==> config.mk <==
export PLATFORM = sky130hd
export DESIGN_NAME = iob_cache_sweep_ctrl
export DESIGN_NICKNAME = d
export VERILOG_FILES = /design/src/rtl/iob_cache_sweep_ctrl_pkg.sv /design/src/rtl/iob_counter.sv /design/src/rtl/iob_cache_sweep_ctrl.sv
export SDC_FILE = /design/constraint.sdc
export NUM_CORES = 1
export LEC_CHECK = 0
export ABC_AREA = 1
export BUFFER_PORTS_ARGS = -buffer_cell sky130_fd_sc_hd__buf_2
export CORE_UTILIZATION = 30
export DETAILED_ROUTE_END_ITERATION = 16
export HOLD_SLACK_MARGIN = 0.1
export SLEW_MARGIN = 20
export SYNTH_ARGS = -nofsm -noshare
export SYNTH_HDL_FRONTEND = slang
export SYNTH_SLANG_ARGS = --single-unit
==> constraint.sdc <==
create_clock -name clk_i -period 2.8 [get_ports clk_i]
set_input_delay 0.84 -clock clk_i [delete_from_list [all_inputs] [get_ports clk_i]]
set_output_delay 0.84 -clock clk_i [all_outputs]
set_load 0.005 [all_outputs]
==> src/rtl/iob_cache_sweep_ctrl_pkg.sv <==
`default_nettype none
// ============================================================================
//  Module   : iob_cache_sweep_ctrl_pkg
//  Purpose  : Shared cache constants: sweep FSM encodings and default line
//             index width.
//  Revision : 1.0 - initial release
// ============================================================================
package iob_cache_sweep_ctrl_pkg;

  // Default cache line index width (128 lines)
  localparam int LINE_W_DEFAULT = 7;

  // Sweep controller state encodings
  localparam logic [1:0] ST_IDLE  = 2'd0;
  localparam logic [1:0] ST_SWEEP = 2'd1;
  localparam logic [1:0] ST_DONE  = 2'd2;

endpackage
`default_nettype wire

==> src/rtl/iob_counter.sv <==
`default_nettype none
// ============================================================================
//  Module   : iob_counter
//  Purpose  : Up counter with asynchronous reset, synchronous clear that
//             overrides the clock enable, and count enable qualified by it.
//  Revision : 1.0 - initial release
// ============================================================================
module iob_counter #(
  parameter int DATA_W  = 21,
  parameter int RST_VAL = 0
) (
  input  logic              clk_i,
  input  logic              arst_i,
  input  logic              cke_i,
  input  logic              rst_i,
  input  logic              en_i,
  output logic [DATA_W-1:0] data_o
);

  localparam logic [DATA_W-1:0] RST_WORD = DATA_W'(RST_VAL);

  // Count register: sync clear wins over the clock enable so a controller
  // reset always lands the index on RST_VAL.
  always_ff @(posedge clk_i, posedge arst_i) begin
    if (arst_i) begin
      data_o <= RST_WORD;
    end else if (rst_i) begin
      data_o <= RST_WORD;
    end else if (cke_i && en_i) begin
      data_o <= data_o + DATA_W'(1);
    end
  end

endmodule
`default_nettype wire

==> src/rtl/iob_cache_sweep_ctrl.sv <==
`default_nettype none
// ============================================================================
//  Module   : iob_cache_sweep_ctrl
//  Purpose  : Walks every cache line index and clears its valid bit, either
//             after reset or on an invalidate request. Requests arriving
//             while a sweep runs collapse into one follow-up sweep.
//  Revision : 1.0 - initial release
// ============================================================================
module iob_cache_sweep_ctrl
  import iob_cache_sweep_ctrl_pkg::*;
#(
  parameter int LINE_W      = LINE_W_DEFAULT,
  parameter int INIT_ON_RST = 1
) (
  input  logic              clk_i,
  input  logic              rst_i,
  input  logic              cke_i,
  input  logic              invalidate_i,
  input  logic              mem_ready_i,
  output logic [LINE_W-1:0] line_addr_o,
  output logic              line_we_o,
  output logic              busy_o,
  output logic              ready_o,
  output logic              done_o
);

  localparam logic [1:0]        RST_STATE = (INIT_ON_RST != 0) ? ST_SWEEP : ST_IDLE;
  localparam logic [LINE_W-1:0] LAST_IDX  = {LINE_W{1'b1}};

  logic [1:0]        state;
  logic [1:0]        state_nxt;
  logic              pending;
  logic              pending_nxt;
  logic              start;
  logic              accept;
  logic              last;
  logic              idx_clr;
  logic [LINE_W-1:0] idx;

  // A write retires only when the memory takes it during an enabled cycle;
  // a stalled or frozen cycle keeps presenting the same line.
  assign accept  = line_we_o & mem_ready_i & cke_i;
  assign last    = (idx == LAST_IDX);
  // Index restarts on reset or whenever a new sweep is launched.
  assign idx_clr = rst_i | (cke_i & start);

  iob_counter #(
    .DATA_W  (LINE_W),
    .RST_VAL (0)
  ) u_line_cnt (
    .clk_i  (clk_i),
    .arst_i (1'b0),
    .cke_i  (cke_i),
    .rst_i  (idx_clr),
    .en_i   (accept),
    .data_o (idx)
  );

  // Next-state and pending-request logic. A request seen in DONE launches the
  // next sweep directly so it can never be dropped on the way to IDLE.
  always_comb begin
    state_nxt   = state;
    pending_nxt = pending;
    start       = 1'b0;
    case (state)
      ST_IDLE: begin
        if (invalidate_i) begin
          state_nxt = ST_SWEEP;
          start     = 1'b1;
        end
      end
      ST_SWEEP: begin
        if (invalidate_i) begin
          pending_nxt = 1'b1;
        end
        if (accept && last) begin
          state_nxt = ST_DONE;
        end
      end
      ST_DONE: begin
        if (pending || invalidate_i) begin
          state_nxt   = ST_SWEEP;
          pending_nxt = 1'b0;
          start       = 1'b1;
        end else begin
          state_nxt = ST_IDLE;
        end
      end
      default: begin
        state_nxt   = ST_IDLE;
        pending_nxt = 1'b0;
      end
    endcase
  end

  // State and pending flag; reset overrides the clock enable.
  always_ff @(posedge clk_i) begin
    if (rst_i) begin
      state   <= RST_STATE;
      pending <= 1'b0;
    end else if (cke_i) begin
      state   <= state_nxt;
      pending <= pending_nxt;
    end
  end

  // Outputs decode from registered state only, so they are glitch-free and
  // independent of same-cycle inputs.
  always_comb begin
    line_addr_o = idx;
    line_we_o   = (state == ST_SWEEP);
    done_o      = (state == ST_DONE);
    busy_o      = (state != ST_IDLE) | pending;
    ready_o     = ~busy_o;
  end

endmodule
`default_nettype wire

==> impl_metrics.csv <==
group,metric,value,unit
outcome,status,"finished clean",
power_and_ir_drop,p_sw_frac,0.234,
critical_path,crit_family,"flip-flops",
floorplanning,io_pins,16,
global_route,grtUsageMet3,0.0360,
synthesis,yosysSeqAreaShare,0.360,
clock_tree,clock_sinks,10,
synthesis,syn-num-nets,89,
power_and_ir_drop,p_per_area,441,nW/um^2
global_route,grt_util_met1,0.178,
power_and_ir_drop,vdd_ir_drop_max,0.170,mV
floorplanning,initial_core_util,0.322,
critical_path,cp-start-kind,"flop",
synthesis,ys_warn_count,0,
cells_and_area,drive_above_1_share,0.248,
synthesis,ys_seq_elements,10,
global_route,grt_overflow_total,0,
detailed_routing,ant_nets,0,
clock_tree,ctsHoldBuffers,0,
clock_tree,cts_resized,0,
synthesis,netlist_instances,83,
floorplanning,die_height,45.0,um
detailed_routing,vias,559,
floorplanning,rows,15,
critical_path,cp_slowest_cell,"dfxtp_1",
synthesis,yosysUniqueCellTypes,18,
clock_tree,cts-root-buf,"clkbuf_4",
detailed_routing,drt_iter0_drc,6,
detailed_routing,drt_wl_total,1.18,mm
clock_tree,cts_tree,"done",
global_route,grt_pass1_vias,498,
clock_tree,clk_path_buf_depth,2,
place,port_buffers,15,
sta,period_minus_slack,1.92,ns
min_path,worstHoldPathType,"flop to flop",
critical_path,worst-path-buf-inv,2,
global_route,use_met2,0.212,
cells_and_area,antennaDiodeCount,0,
synthesis,syn-mean-instance-area,6.69,um^2
power_and_ir_drop,power_frac_seq,0.484,
global_route,busiest_layer,"met2",
clock_tree,cts.reportedPaths.clkPinSlew,0.07,ns
cells_and_area,area_growth,23.6,%
critical_path,crit_path_end_kind,"output pin",
detailed_routing,drtPass1Iterations,4,
flow_run,maxCapViolations,0,
power_and_ir_drop,p_switching,70.9,uW
sta,max_freq,0.522,GHz
sta,clock_skew,0.00429,ns
sta,finalHoldViolations,0,
cells_and_area,final_area,687,um^2
global_route,grt_antenna_before_repair,0,
critical_path,cp.required,1.96,ns
place,dp_hpwl,916,um
power_and_ir_drop,p_clk_frac,0.442,
power_and_ir_drop,comb_power_share,0.074,
critical_path,crit_type,"flop to output pin",
detailed_routing,wire_per_inst,9.34,um
clock_tree,clk_latency,0.27,ns
sta,tns,0,ns
critical_path,cp_cell_sequence,"nor2_1, nand2_1, inv_1, buf_2",
floorplanning,die_area,2030,um^2
sta,min_period_over_period,0.684,
global_route,grt_usage,0.136,
place,pre_cts_slack,1.00,ns
critical_path,path_max_fanout,6,
floorplanning,core_area,1730,um^2
global_route,grt_max_degree,13,
sta,slew_violations,0,
clock_tree,postCtsSetupRepairBufs,0,
power_and_ir_drop,leakagePower,0.000378,uW
global_route,grt_first_pass_wirelength,1.99,mm
clock_tree,tritoncts.num_buffers,3,
critical_path,cp.arrival,1.08,ns
sta,setup_viol,0,
clock_tree,htreeDepth,1,
place,postPlaceCellArea,651,um^2
sta,tightest_slew,0.283,ns
place,gp_congestion,0.722,
sta,fin_ws,0.884,ns
detailed_routing,drc_errors,0,
floorplanning,die_w,45.0,um
sta,relSlewSlack,0.811,
power_and_ir_drop,p_int,232,uW
sta,rsz0062_at_grt,"no",
synthesis,synth.cell_area,556,um^2
critical_path,slowest_delay,0.46,ns
cells_and_area,finish.utilization,0.398,
cells_and_area,nets,108,
detailed_routing,vias_per_cell,4.44,
[routing by layer]
metal,part of all wire,up-vias
li1,-,297
met1,0.51,250
met2,0.45,10
met3,0.032,2
met4,0.0085,0
met5,0,-
[cell families (layout without fill, tap and decap cells)]
kind of cell,after synthesis,after routing,synth area share
AO/OA/AOI/OAI,10,10,0.104
XOR/XNOR,1,1,0.0158
adder cells (fa/ha/maj),1,1,0.0225
buffers and inverters,15,33,0.115
flip-flops,10,10,0.360
AND/OR/NAND/NOR,46,46,0.383
[power groups by stage]
stage	Sequential (uW)	Clock [uW]	Combinational, uW
finish	147	134	22.4
CTS	147	137	22.3
global placement	150	0	21.7
floorplan	150	0	15.5
global route	147	146	25.4
detailed placement	150	0	22.2
[final timing paths]
kind,startpoint,to,slack [ns],cells past startpoint
worst min-delay path,pending,pending,0.51,2
worst max-delay path,state[1],ready_o,0.88,4
worst min register to register,pending,pending,0.51,2
worst max register to register,state[1],u_line_cnt.data_o[4],1.52,6
[through the flow]
stage	total power [uW]	std cells	hold slack, ns
global placement	172	122	0.480
detailed placement	172	122	0.497
finish	303	126	0.506
global route	319	126	0.537
CTS	306	126	0.506
floorplan	165	83	0.457
[area by class of cell]
cell class	count	area, um^2
fill	192	1040
tap	25	31.3
clock buffer	4	36.3
sequential	10	200
multi-input combinational	58	292
timing repair buffer	15	75.1
inverter	14	52.6
[flip-flops by register name, summed over array words and instances, names as in the netlist]
name,count
pending,1
u_line_cnt.data_o,7
state,2
[synthesized netlist by cell type, drive strengths merged]
master,n,area share
nand4,2,0.023
nand3b,2,0.027
ha,1,0.023
dfxtp,10,0.36
nor2,9,0.074
o21ai,2,0.018
nand3,6,0.054
inv,14,0.095
a31oi,1,0.011
a21oi,6,0.054
buf,1,0.020
o21bai,1,0.020
xor2,1,0.016
nand2,27,0.20
[cells in the final DEF, fill, tap and decap left out]
cell	synthesis	layout
clkbuf_4	0	3
inv_2	1	1
ha_1	1	1
nand3_1	6	6
a21oi_1	6	6
a31oi_1	1	1
nand2_4	1	1
nand2_1	24	24
inv_1	13	13
o21ai_0	2	2
o21bai_2	1	1
dfxtp_1	10	10
nand3b_1	2	2
nor2_4	1	1
buf_2	0	15
nor2_1	8	8
clkbuf_8	0	1
xor2_1	1	1
nand2_2	2	2
nand4_1	2	2
[worst register-to-register path, stage by stage, from the launching register on]
cell and delay [ns]:
dfxtp_1 0.38, inv_2 0.09, nand2_2 0.06, nor2_4 0.24, inv_1 0.14, o21ai_0 0.17, a21oi_1 0.08
Note: power is estimated with default switching activity, not from simulation.
